<file path="config.mk">
export PLATFORM = sky130hd
export DESIGN_NAME = pcie3_cfg_msg_received_sequencer
export DESIGN_NICKNAME = d
export VERILOG_FILES = /design/src/rtl/pcie3_cfg_msg_received_sequencer.sv
export SDC_FILE = /design/constraint.sdc
export NUM_CORES = 1
export LEC_CHECK = 0
export BUFFER_PORTS_ARGS = -buffer_cell sky130_fd_sc_hd__buf_2
export CAP_MARGIN = 0
export CORE_UTILIZATION = 60
export DETAILED_ROUTE_END_ITERATION = 10
export GPL_TIMING_DRIVEN = 0
export PLACE_DENSITY = 0.92
export SETUP_SLACK_MARGIN = 0.2
export SYNTH_ARGS = -nofsm -noshare
export SYNTH_HDL_FRONTEND = slang
export SYNTH_SLANG_ARGS = --single-unit
</file>
<file path="constraint.sdc">
create_clock -name aclk -period 6.72 [get_ports aclk]
set_clock_uncertainty 0.15 [all_clocks]
set_input_delay 1.344 -clock aclk [delete_from_list [all_inputs] [get_ports aclk]]
set_output_delay 1.344 -clock aclk [all_outputs]
set_load 0.02 [all_outputs]
</file>
<file path="src/rtl/pcie3_cfg_msg_received_sequencer.sv">
// Purpose: assemble PCIe3 cfg "message received" beats into whole messages, filter by type, queue them.
// Latency: last beat sampled at edge N -> m_msg_valid high after edge N+1 (FIFO empty).
// Backpressure: none toward the PCIe block; a full FIFO drops the message and counts it in drop_count.
// Optional: define PCIE3_CFG_MSG_RX_TIMESTAMP_EN to add a per-message 32-bit cycle timestamp.
module pcie3_cfg_msg_received_sequencer #(
  parameter int C_RECD_DATA_WIDTH = 8,
  parameter int C_RECD_TYPE_WIDTH = 5,
  parameter int C_BEATS           = 4,
  parameter int C_FIFO_DEPTH      = 4,
  parameter int C_DROP_CNT_WIDTH  = 16
) (
  input  logic                                   aclk,
  input  logic                                   aresetn,
  input  logic                                   s_recd,
  input  logic [C_RECD_DATA_WIDTH-1:0]           s_recd_data,
  input  logic [C_RECD_TYPE_WIDTH-1:0]           s_recd_type,
  input  logic [(2**C_RECD_TYPE_WIDTH)-1:0]      type_mask,
  output logic                                   m_msg_valid,
  input  logic                                   m_msg_ready,
  output logic [C_BEATS*C_RECD_DATA_WIDTH-1:0]   m_msg_data,
  output logic [C_RECD_TYPE_WIDTH-1:0]           m_msg_type,
  output logic [$clog2(C_FIFO_DEPTH):0]          fifo_level,
  output logic [C_DROP_CNT_WIDTH-1:0]            drop_count,
`ifdef PCIE3_CFG_MSG_RX_TIMESTAMP_EN
  output logic [31:0]                            m_msg_timestamp,
`endif
  output logic                                   busy
);

  localparam int MSG_W = C_BEATS * C_RECD_DATA_WIDTH;
  localparam int BCW   = $clog2(C_BEATS);
  localparam int PW    = $clog2(C_FIFO_DEPTH);
  localparam int LW    = PW + 1;

  localparam logic [0:0]     ST_IDLE    = 1'b0;
  localparam logic [0:0]     ST_COLLECT = 1'b1;
  localparam logic [BCW-1:0] LAST_BEAT  = BCW'(C_BEATS - 1);
  localparam logic [LW-1:0]  FULL_LEVEL = LW'(C_FIFO_DEPTH);

  // ---------------------------------------------------------------------------
  // Assembly state
  // ---------------------------------------------------------------------------
  logic [0:0]                   state_q, state_d;
  logic [BCW-1:0]               beat_cnt_q, beat_cnt_d;
  logic [MSG_W-1:0]             asm_data_q, asm_data_d;
  logic [C_RECD_TYPE_WIDTH-1:0] asm_type_q, asm_type_d;
  logic                         keep_q, keep_d;
  // A push request is registered one cycle after the last beat; the assembly
  // registers still hold the finished message during that cycle because a new
  // beat 0 only overwrites them at the same edge the FIFO write happens.
  logic                         push_req_q, push_req_d;
  logic                         runt_drop;

  // ---------------------------------------------------------------------------
  // FIFO state
  // ---------------------------------------------------------------------------
  logic [MSG_W-1:0]             mem_data_q [C_FIFO_DEPTH];
  logic [MSG_W-1:0]             mem_data_d [C_FIFO_DEPTH];
  logic [C_RECD_TYPE_WIDTH-1:0] mem_type_q [C_FIFO_DEPTH];
  logic [C_RECD_TYPE_WIDTH-1:0] mem_type_d [C_FIFO_DEPTH];
  logic [PW-1:0]                wr_ptr_q, wr_ptr_d;
  logic [PW-1:0]                rd_ptr_q, rd_ptr_d;
  logic [LW-1:0]                level_q, level_d;
  logic [C_DROP_CNT_WIDTH-1:0]  drop_cnt_q, drop_cnt_d;

  logic                         head_vld;
  logic                         pop;
  logic                         can_push;
  logic                         push_ok;
  logic                         ovf_drop;

`ifdef PCIE3_CFG_MSG_RX_TIMESTAMP_EN
  logic [31:0]                  ts_cnt_q, ts_cnt_d;
  logic [31:0]                  asm_ts_q, asm_ts_d;
  logic [31:0]                  mem_ts_q [C_FIFO_DEPTH];
  logic [31:0]                  mem_ts_d [C_FIFO_DEPTH];

  // Free-running cycle counter; wraps naturally at 2**32.
  always_comb begin
    ts_cnt_d = ts_cnt_q + 32'd1;
  end
`endif

  // Assembly FSM: collect C_BEATS beats, latch type/keep on beat 0, flag runts.
  always_comb begin
    state_d    = state_q;
    beat_cnt_d = beat_cnt_q;
    asm_data_d = asm_data_q;
    asm_type_d = asm_type_q;
    keep_d     = keep_q;
    push_req_d = 1'b0;
    runt_drop  = 1'b0;
`ifdef PCIE3_CFG_MSG_RX_TIMESTAMP_EN
    asm_ts_d   = asm_ts_q;
`endif
    case (state_q)
      ST_IDLE: begin
        if (s_recd) begin
          asm_data_d[C_RECD_DATA_WIDTH-1:0] = s_recd_data;
          asm_type_d = s_recd_type;
          keep_d     = type_mask[s_recd_type];
          beat_cnt_d = BCW'(1);
          state_d    = ST_COLLECT;
`ifdef PCIE3_CFG_MSG_RX_TIMESTAMP_EN
          asm_ts_d   = ts_cnt_q;
`endif
        end
      end
      default: begin
        if (s_recd) begin
          // Type on beats 1..C_BEATS-1 is deliberately ignored.
          asm_data_d[int'(beat_cnt_q)*C_RECD_DATA_WIDTH +: C_RECD_DATA_WIDTH] = s_recd_data;
          if (beat_cnt_q == LAST_BEAT) begin
            push_req_d = keep_q;
            beat_cnt_d = '0;
            state_d    = ST_IDLE;
          end else begin
            beat_cnt_d = beat_cnt_q + BCW'(1);
          end
        end else begin
          // Strobe dropped mid-message: discard the partial message.
          runt_drop  = 1'b1;
          beat_cnt_d = '0;
          state_d    = ST_IDLE;
        end
      end
    endcase
  end

  // FIFO control: full-with-pop still accepts, since the pop frees the slot at the same edge.
  always_comb begin
    head_vld = (level_q != '0);
    pop      = head_vld & m_msg_ready;
    can_push = (level_q < FULL_LEVEL) | pop;
    push_ok  = push_req_q & can_push;
    ovf_drop = push_req_q & ~can_push;

    wr_ptr_d = push_ok ? (wr_ptr_q + PW'(1)) : wr_ptr_q;
    rd_ptr_d = pop ? (rd_ptr_q + PW'(1)) : rd_ptr_q;

    case ({push_ok, pop})
      2'b10:   level_d = level_q + LW'(1);
      2'b01:   level_d = level_q - LW'(1);
      default: level_d = level_q;
    endcase
  end

  // FIFO storage: write the finished message at the write pointer on a successful push.
  always_comb begin
    mem_data_d = mem_data_q;
    mem_type_d = mem_type_q;
`ifdef PCIE3_CFG_MSG_RX_TIMESTAMP_EN
    mem_ts_d   = mem_ts_q;
`endif
    if (push_ok) begin
      mem_data_d[wr_ptr_q] = asm_data_q;
      mem_type_d[wr_ptr_q] = asm_type_q;
`ifdef PCIE3_CFG_MSG_RX_TIMESTAMP_EN
      mem_ts_d[wr_ptr_q]   = asm_ts_q;
`endif
    end
  end

  // Drop counter: runts and overflows each add one, saturating at all-ones.
  always_comb begin
    drop_cnt_d = drop_cnt_q;
    if (runt_drop && (drop_cnt_d != '1)) begin
      drop_cnt_d = drop_cnt_d + C_DROP_CNT_WIDTH'(1);
    end
    if (ovf_drop && (drop_cnt_d != '1)) begin
      drop_cnt_d = drop_cnt_d + C_DROP_CNT_WIDTH'(1);
    end
  end

  // State registers; reset discards any partial message without counting it.
  always_ff @(posedge aclk or negedge aresetn) begin
    if (!aresetn) begin
      state_q    <= ST_IDLE;
      beat_cnt_q <= '0;
      asm_data_q <= '0;
      asm_type_q <= '0;
      keep_q     <= 1'b0;
      push_req_q <= 1'b0;
      mem_data_q <= '{default: '0};
      mem_type_q <= '{default: '0};
      wr_ptr_q   <= '0;
      rd_ptr_q   <= '0;
      level_q    <= '0;
      drop_cnt_q <= '0;
`ifdef PCIE3_CFG_MSG_RX_TIMESTAMP_EN
      ts_cnt_q   <= '0;
      asm_ts_q   <= '0;
      mem_ts_q   <= '{default: '0};
`endif
    end else begin
      state_q    <= state_d;
      beat_cnt_q <= beat_cnt_d;
      asm_data_q <= asm_data_d;
      asm_type_q <= asm_type_d;
      keep_q     <= keep_d;
      push_req_q <= push_req_d;
      mem_data_q <= mem_data_d;
      mem_type_q <= mem_type_d;
      wr_ptr_q   <= wr_ptr_d;
      rd_ptr_q   <= rd_ptr_d;
      level_q    <= level_d;
      drop_cnt_q <= drop_cnt_d;
`ifdef PCIE3_CFG_MSG_RX_TIMESTAMP_EN
      ts_cnt_q   <= ts_cnt_d;
      asm_ts_q   <= asm_ts_d;
      mem_ts_q   <= mem_ts_d;
`endif
    end
  end

  // Outputs: head is zeroed while the FIFO is empty so stale entries never leak out.
  always_comb begin
    m_msg_valid = head_vld;
    m_msg_data  = head_vld ? mem_data_q[rd_ptr_q] : '0;
    m_msg_type  = head_vld ? mem_type_q[rd_ptr_q] : '0;
`ifdef PCIE3_CFG_MSG_RX_TIMESTAMP_EN
    m_msg_timestamp = head_vld ? mem_ts_q[rd_ptr_q] : '0;
`endif
    fifo_level  = level_q;
    drop_count  = drop_cnt_q;
    busy        = (state_q == ST_COLLECT);
  end

endmodule

</file>
Yosys cells after proc, flatten, opt, wreduce, memory -nomap -nowiden
Cells that the tools add are included.
Cells by class
  add/subtract/negate cells: 8
  magnitude comparators: 5
  equal/unequal tests: 5
  shift operators: 2
  muxes and demuxes: 36
  bitwise gates (word level): 8
  reduce and logical (&&, ||, !) cells: 8
Operators by type and width (number)
  $bwmux 128: 1
  $mux 32: 4
  $bmux 32 s2: 1
  $demux 32 s2: 1
  $neg 5->33: 1
  $shift 8x33->32 const A: 1
  $shiftx 8x33->32: 1
  $add 16x1->16 const B: 2
  $bwmux 32: 1
  $mux 16: 2
  $ne 16x16->1 const B: 2
  $mux 8: 3
  $bwmux 20: 1
  $mux 5: 4
  $bmux 5 s2: 1
  $demux 5 s2: 1
  $mux 1: 10
  $mux 2: 4
  $add 2x1->2 const B: 3
  $ge 3x3->1 const B: 2
  $lt 5x6->1 const B: 1
  $not 2->3: 2
  $pmux 3 s2: 1
  $bmux 1 s5: 1
  other kinds (13): 21
Storage, ports and cells
  flip-flop bits (word level): 213
  bits of input ports: 49
  output and inout bits: 58
  word-level logic and storage cells: 91

Longest topological paths before layout
  depth in word-level cells: 7
  mapped depth: 12
  depth with buffers taken out: 10

Worst setup path after synthesis
No wires, ideal clock.
  path type: input -> register
  start: in s_recd
  end: reg drop_cnt_q[1], in the netlist drop_count[1]
  arrival time: 3619 ps
  data required time: 6443 ps
  path slack: 2824 ps
  stages: 10
  buffers on the path: 2
  cells stage by stage: buf_2 > nand2b_1 > a21oi_1 > xor2_1 > ha_1 > o211ai_1 > or4_4 > o21ai_4 > buf_6 > mux2_1
Between the ends
  word-level cells in the longest chain between the ends: 7
RTL lines
  start: declaration: RTL line 14  | input logic s_recd,
  $mux 1 *: RTL line 110  | if (s_recd) begin
  $mux 1 *: RTL line 96  | case (state_q)
  $logic_and 1x1->1 *: RTL line 167  | if (runt_drop && (drop_cnt_d != '1)) begin
  $mux 16 *: RTL line 167
  parallel branches: the longest is 2 deep, another holds $add 16x1->16
  $mux 16 *: RTL line 170  | if (ovf_drop && (drop_cnt_d != '1)) begin
  net drop_cnt_d[1]: RTL line 64  | logic [C_DROP_CNT_WIDTH-1:0] drop_cnt_q, drop_cnt_d;
  end signal: assignment: RTL line 207  | drop_cnt_q <= drop_cnt_d;
  end: declaration: RTL line 64
Mark *: on every way through the listed nets, which the timed path passes.
A chain may end at the register's enable or synchronous reset.

Worst setup path in the final report
  start: reg rd_ptr_q[0]
  end: out m_msg_data[27]
Between the ends
  word-level cells in the longest chain between the ends: 5
RTL lines
  start: declaration: RTL line 62  | logic [PW-1:0] rd_ptr_q, rd_ptr_d;
  start signal: assignment: RTL line 205  | rd_ptr_q <= rd_ptr_d;
  $not 2->3 (not written as such): RTL line 219  | m_msg_data = head_vld ? mem_data_q[rd_ptr_q] : '0;
  $bmux 32 s2: RTL line 219
  $mux 32 (not written as such) (2 in series): RTL line 219
  $mux 32: RTL line 219
  end: declaration: RTL line 20  | output logic [C_BEATS*C_RECD_DATA_WIDTH-1:0] m_msg_data,
Every way passes these cells. The select of a mux whose other input is x is not followed.

==> impl_metrics.json <==
{
  "fmax_mhz": 210,
  "die_h_um": 133,
  "layout.nets": 925,
  "detail_route.wl_per_cell_um": 22.4,
  "hold_viol_final": 0,
  "io_buffers": 104,
  "drc": 0,
  "drive_gt1_share_pct": 43.0,
  "drt-vias-per-instance": 6.33,
  "cell_internal_pwr_uw": 2400,
  "ctsHoldBuffers": 0,
  "clock_power_share_pct": 34.5,
  "cts.repair.resized": 0,
  "worst_slew_pin_slew_ps": 949,
  "grt_pass1_vias": 7299,
  "gr-total-overflow": 0,
  "drtIter0Drc": 588,
  "dp_slack_ps": 2410,
  "syn_area_um2": 10300,
  "ys_top_cells_by_area": "dfrtp_1 (52%), mux2_2 (17%), mux4_2 (10%), a22o_1 (2.7%), and2_1 (2.4%)",
  "switching_share_pct": 30.9,
  "clock-root-buffer": "clkbuf_16",
  "switchingPower_uw": 1070,
  "die-area_um2": 17700,
  "seqPwrFrac_pct": 43.7,
  "period_share_pct": 70.8,
  "setup_tns_ps": 0,
  "cts.sinks": 213,
  "numCtsBuffers": 22,
  "yosysSeqAreaShare_pct": 51.7,
  "critPathLaunchType": "flip-flop",
  "routabilityCongestion": 0.916,
  "grt_pass1_wl_mm": 39.8,
  "avgSynthCellArea_um2": 14.1,
  "synth_common_cells": "dfrtp_1 (213), mux2_2 (155), mux4_2 (47)",
  "yosys.area.top_type": "dfrtp_1",
  "p_leak_uw": 0.00575,
  "detail-route-antenna-nets": 0,
  "syn-instance-count": 733,
  "ir_worst_vdd_uv": 259,
  "finalCriticalPeriod_ps": 4750,
  "dr.pass1.iters": 5,
  "end_kind": "output pin",
  "setup_viol": 0,
  "whs_ps": 340,
  "ys_types": 68,
  "area_growth_pct": 15.1,
  "cts_setup_buffers": 0,
  "synth_edf_count": 0,
  "io_pins": 107,
  "synth-async-reset-ratio_pct": 100,
  "start_util_pct": 61.8,
  "maxSlewHeadroom_pct": 36.8,
  "status": "complete, no violations",
  "routed_wirelength_mm": 24.6,
  "critPathKind": "reg -> out",
  "grtUsageTotal_pct": 28.9,
  "diodes": 0,
  "htreeDepth": 1,
  "fin_ws_ps": 1970,
  "crit_required_ps": 5230,
  "cts_tree": "built",
  "fp.dieW_um": 133,
  "crit_path_max_fanout": 10,
  "fin_cells": 1097,
  "combPwrFrac_pct": 21.7,
  "hp-class": "reg -> reg",
  "ys.flop_type": "dfrtp_1",
  "core_area_um2": 16700,
  "antenna_found_initial": 0,
  "grt_max_degree": 122,
  "power.density_nw_per_um2": 293,
  "hpwl_mm": 15.5,
  "clk_latency_ps": 500,
  "drv_cap": 0,
  "ys_warn_count": 0,
  "vias": 6943,
  "synth_nets": 795,
  "synth_top_area_share_pct": 51.7,
  "row_count": 47,
  "slew_viol_final": 0,
  "clock_path_buffers": 3,
  "synth-seq-cells": 213,
  "dp_cells": 1058,
  "yosys.cell_count.top_type": "dfrtp_1",
  "rsz0062_at_grt": "no",
  "cp_data_arrival_time_ps": 3260,
  "clk_pin_slew_ps": 70,
  "finalPower_uw": 3480
}
[area by class of cell]
| cell class | instances | area (um2) |
|---|---|---|
| Multi-Input combinational cell | 466 | 4770 |
| Sequential cell | 213 | 5330 |
| Clock inverter | 10 | 81.3 |
| Fill cell | 1070 | 4830 |
| Tap cell | 220 | 275 |
| Inverter | 16 | 60.1 |
| Buffer | 38 | 168 |
| Clock buffer | 28 | 624 |
| Timing Repair Buffer | 106 | 563 |
[cells by family (layout without fill, tap and decap cells)]
group,Yosys count,after routing,share of synthesized area [%]
DFF,213,213,51.7
muxes,206,206,27.6
and+or+nand+nor,145,145,8.66
AOI/OAI and AO/OA,76,76,6.02
buffers and inverters,54,198,2.21
xor gates and xnor gates,26,26,2.21
adders and majority gates,13,13,1.65
[path summary, 6_finish.rpt]
kind	end	from	cells past startpoint	slack [ps]
worst max-delay path	m_msg_data[27]	rd_ptr_q[0]	5	1970
worst min-delay path	keep_q	keep_q	2	340
worst max register to register	drop_count[1]	drop_count[0]	10	3250
worst min register to register	keep_q	keep_q	2	340
max in group asynchronous	mem_data_q[19]	aresetn	2	4730
min in group asynchronous	drop_count[15]	aresetn	1	720
[critical path: stages (launching register included)]
cell     delay (ps)
dfrtp_1         420
buf_1           680
buf_1           710
mux4_2          630
and2_1          170
buf_2           150
[state kept, by name, summed over array words and instances, names as in the netlist]
signal / cells
fifo_level: 3
busy: 1
keep_q: 1
drop_count: 16
push_req_q: 1
wr_ptr_q: 2
asm_data_q: 32
asm_type_q: 5
mem_type_q: 20
mem_data_q: 128
beat_cnt_q: 2
rd_ptr_q: 2
[layout by cell type, fill, tap and decap left out, types with 3 or more instances in the layout]
cell and count:
dfrtp_1 213, mux2_2 155, buf_2 109, mux4_2 47, and2_1 39, a22o_1 32
clkbuf_1 26, clkbuf_16 23, nand2_1 22, nor2_1 19, xnor2_1 17, inv_1 16
nand3_1 14, ha_1 12, xor2_1 9, a21oi_1 7, clkinv_2 7, o21ai_0 6
buf_1 5, nand4_1 5, nor3_1 5, nor4_2 5, nor4_1 4, buf_4 3
nor3_2 3, and4_1 3, nor4b_1 3, o21a_1 3, mux2i_1 3, clkbuf_8 3
[power groups by stage]
stage	logic, uW	registers [uW]	clock network [uW]
finish	755	1520	1200
global route	817	1530	1260
detailed placement	742	1530	0
floorplan	495	1520	0
CTS	762	1520	1210
global placement	720	1520	0
[layer usage]
layer | up-vias | routed length [um] | global-route usage, %
met5 | - | 0 | 0
met2 | 294 | 12400 | 48.5
met1 | 3583 | 9840 | 38.2
met3 | 78 | 1410 | 4.64
li1 | 2988 | - | -
met4 | 0 | 954 | 10.9
[metrics by stage]
| stage | util [%] | instance area, um2 |
|---|---|---|
| detailed placement | 66.8 | 11100 |
| global route | 71.1 | 11900 |
| global placement | 66.5 | 11100 |
| finish | 71.1 | 11900 |
| CTS | 71.0 | 11900 |
| floorplan | - | 10300 |
Power figures use the tool's default switching activity.
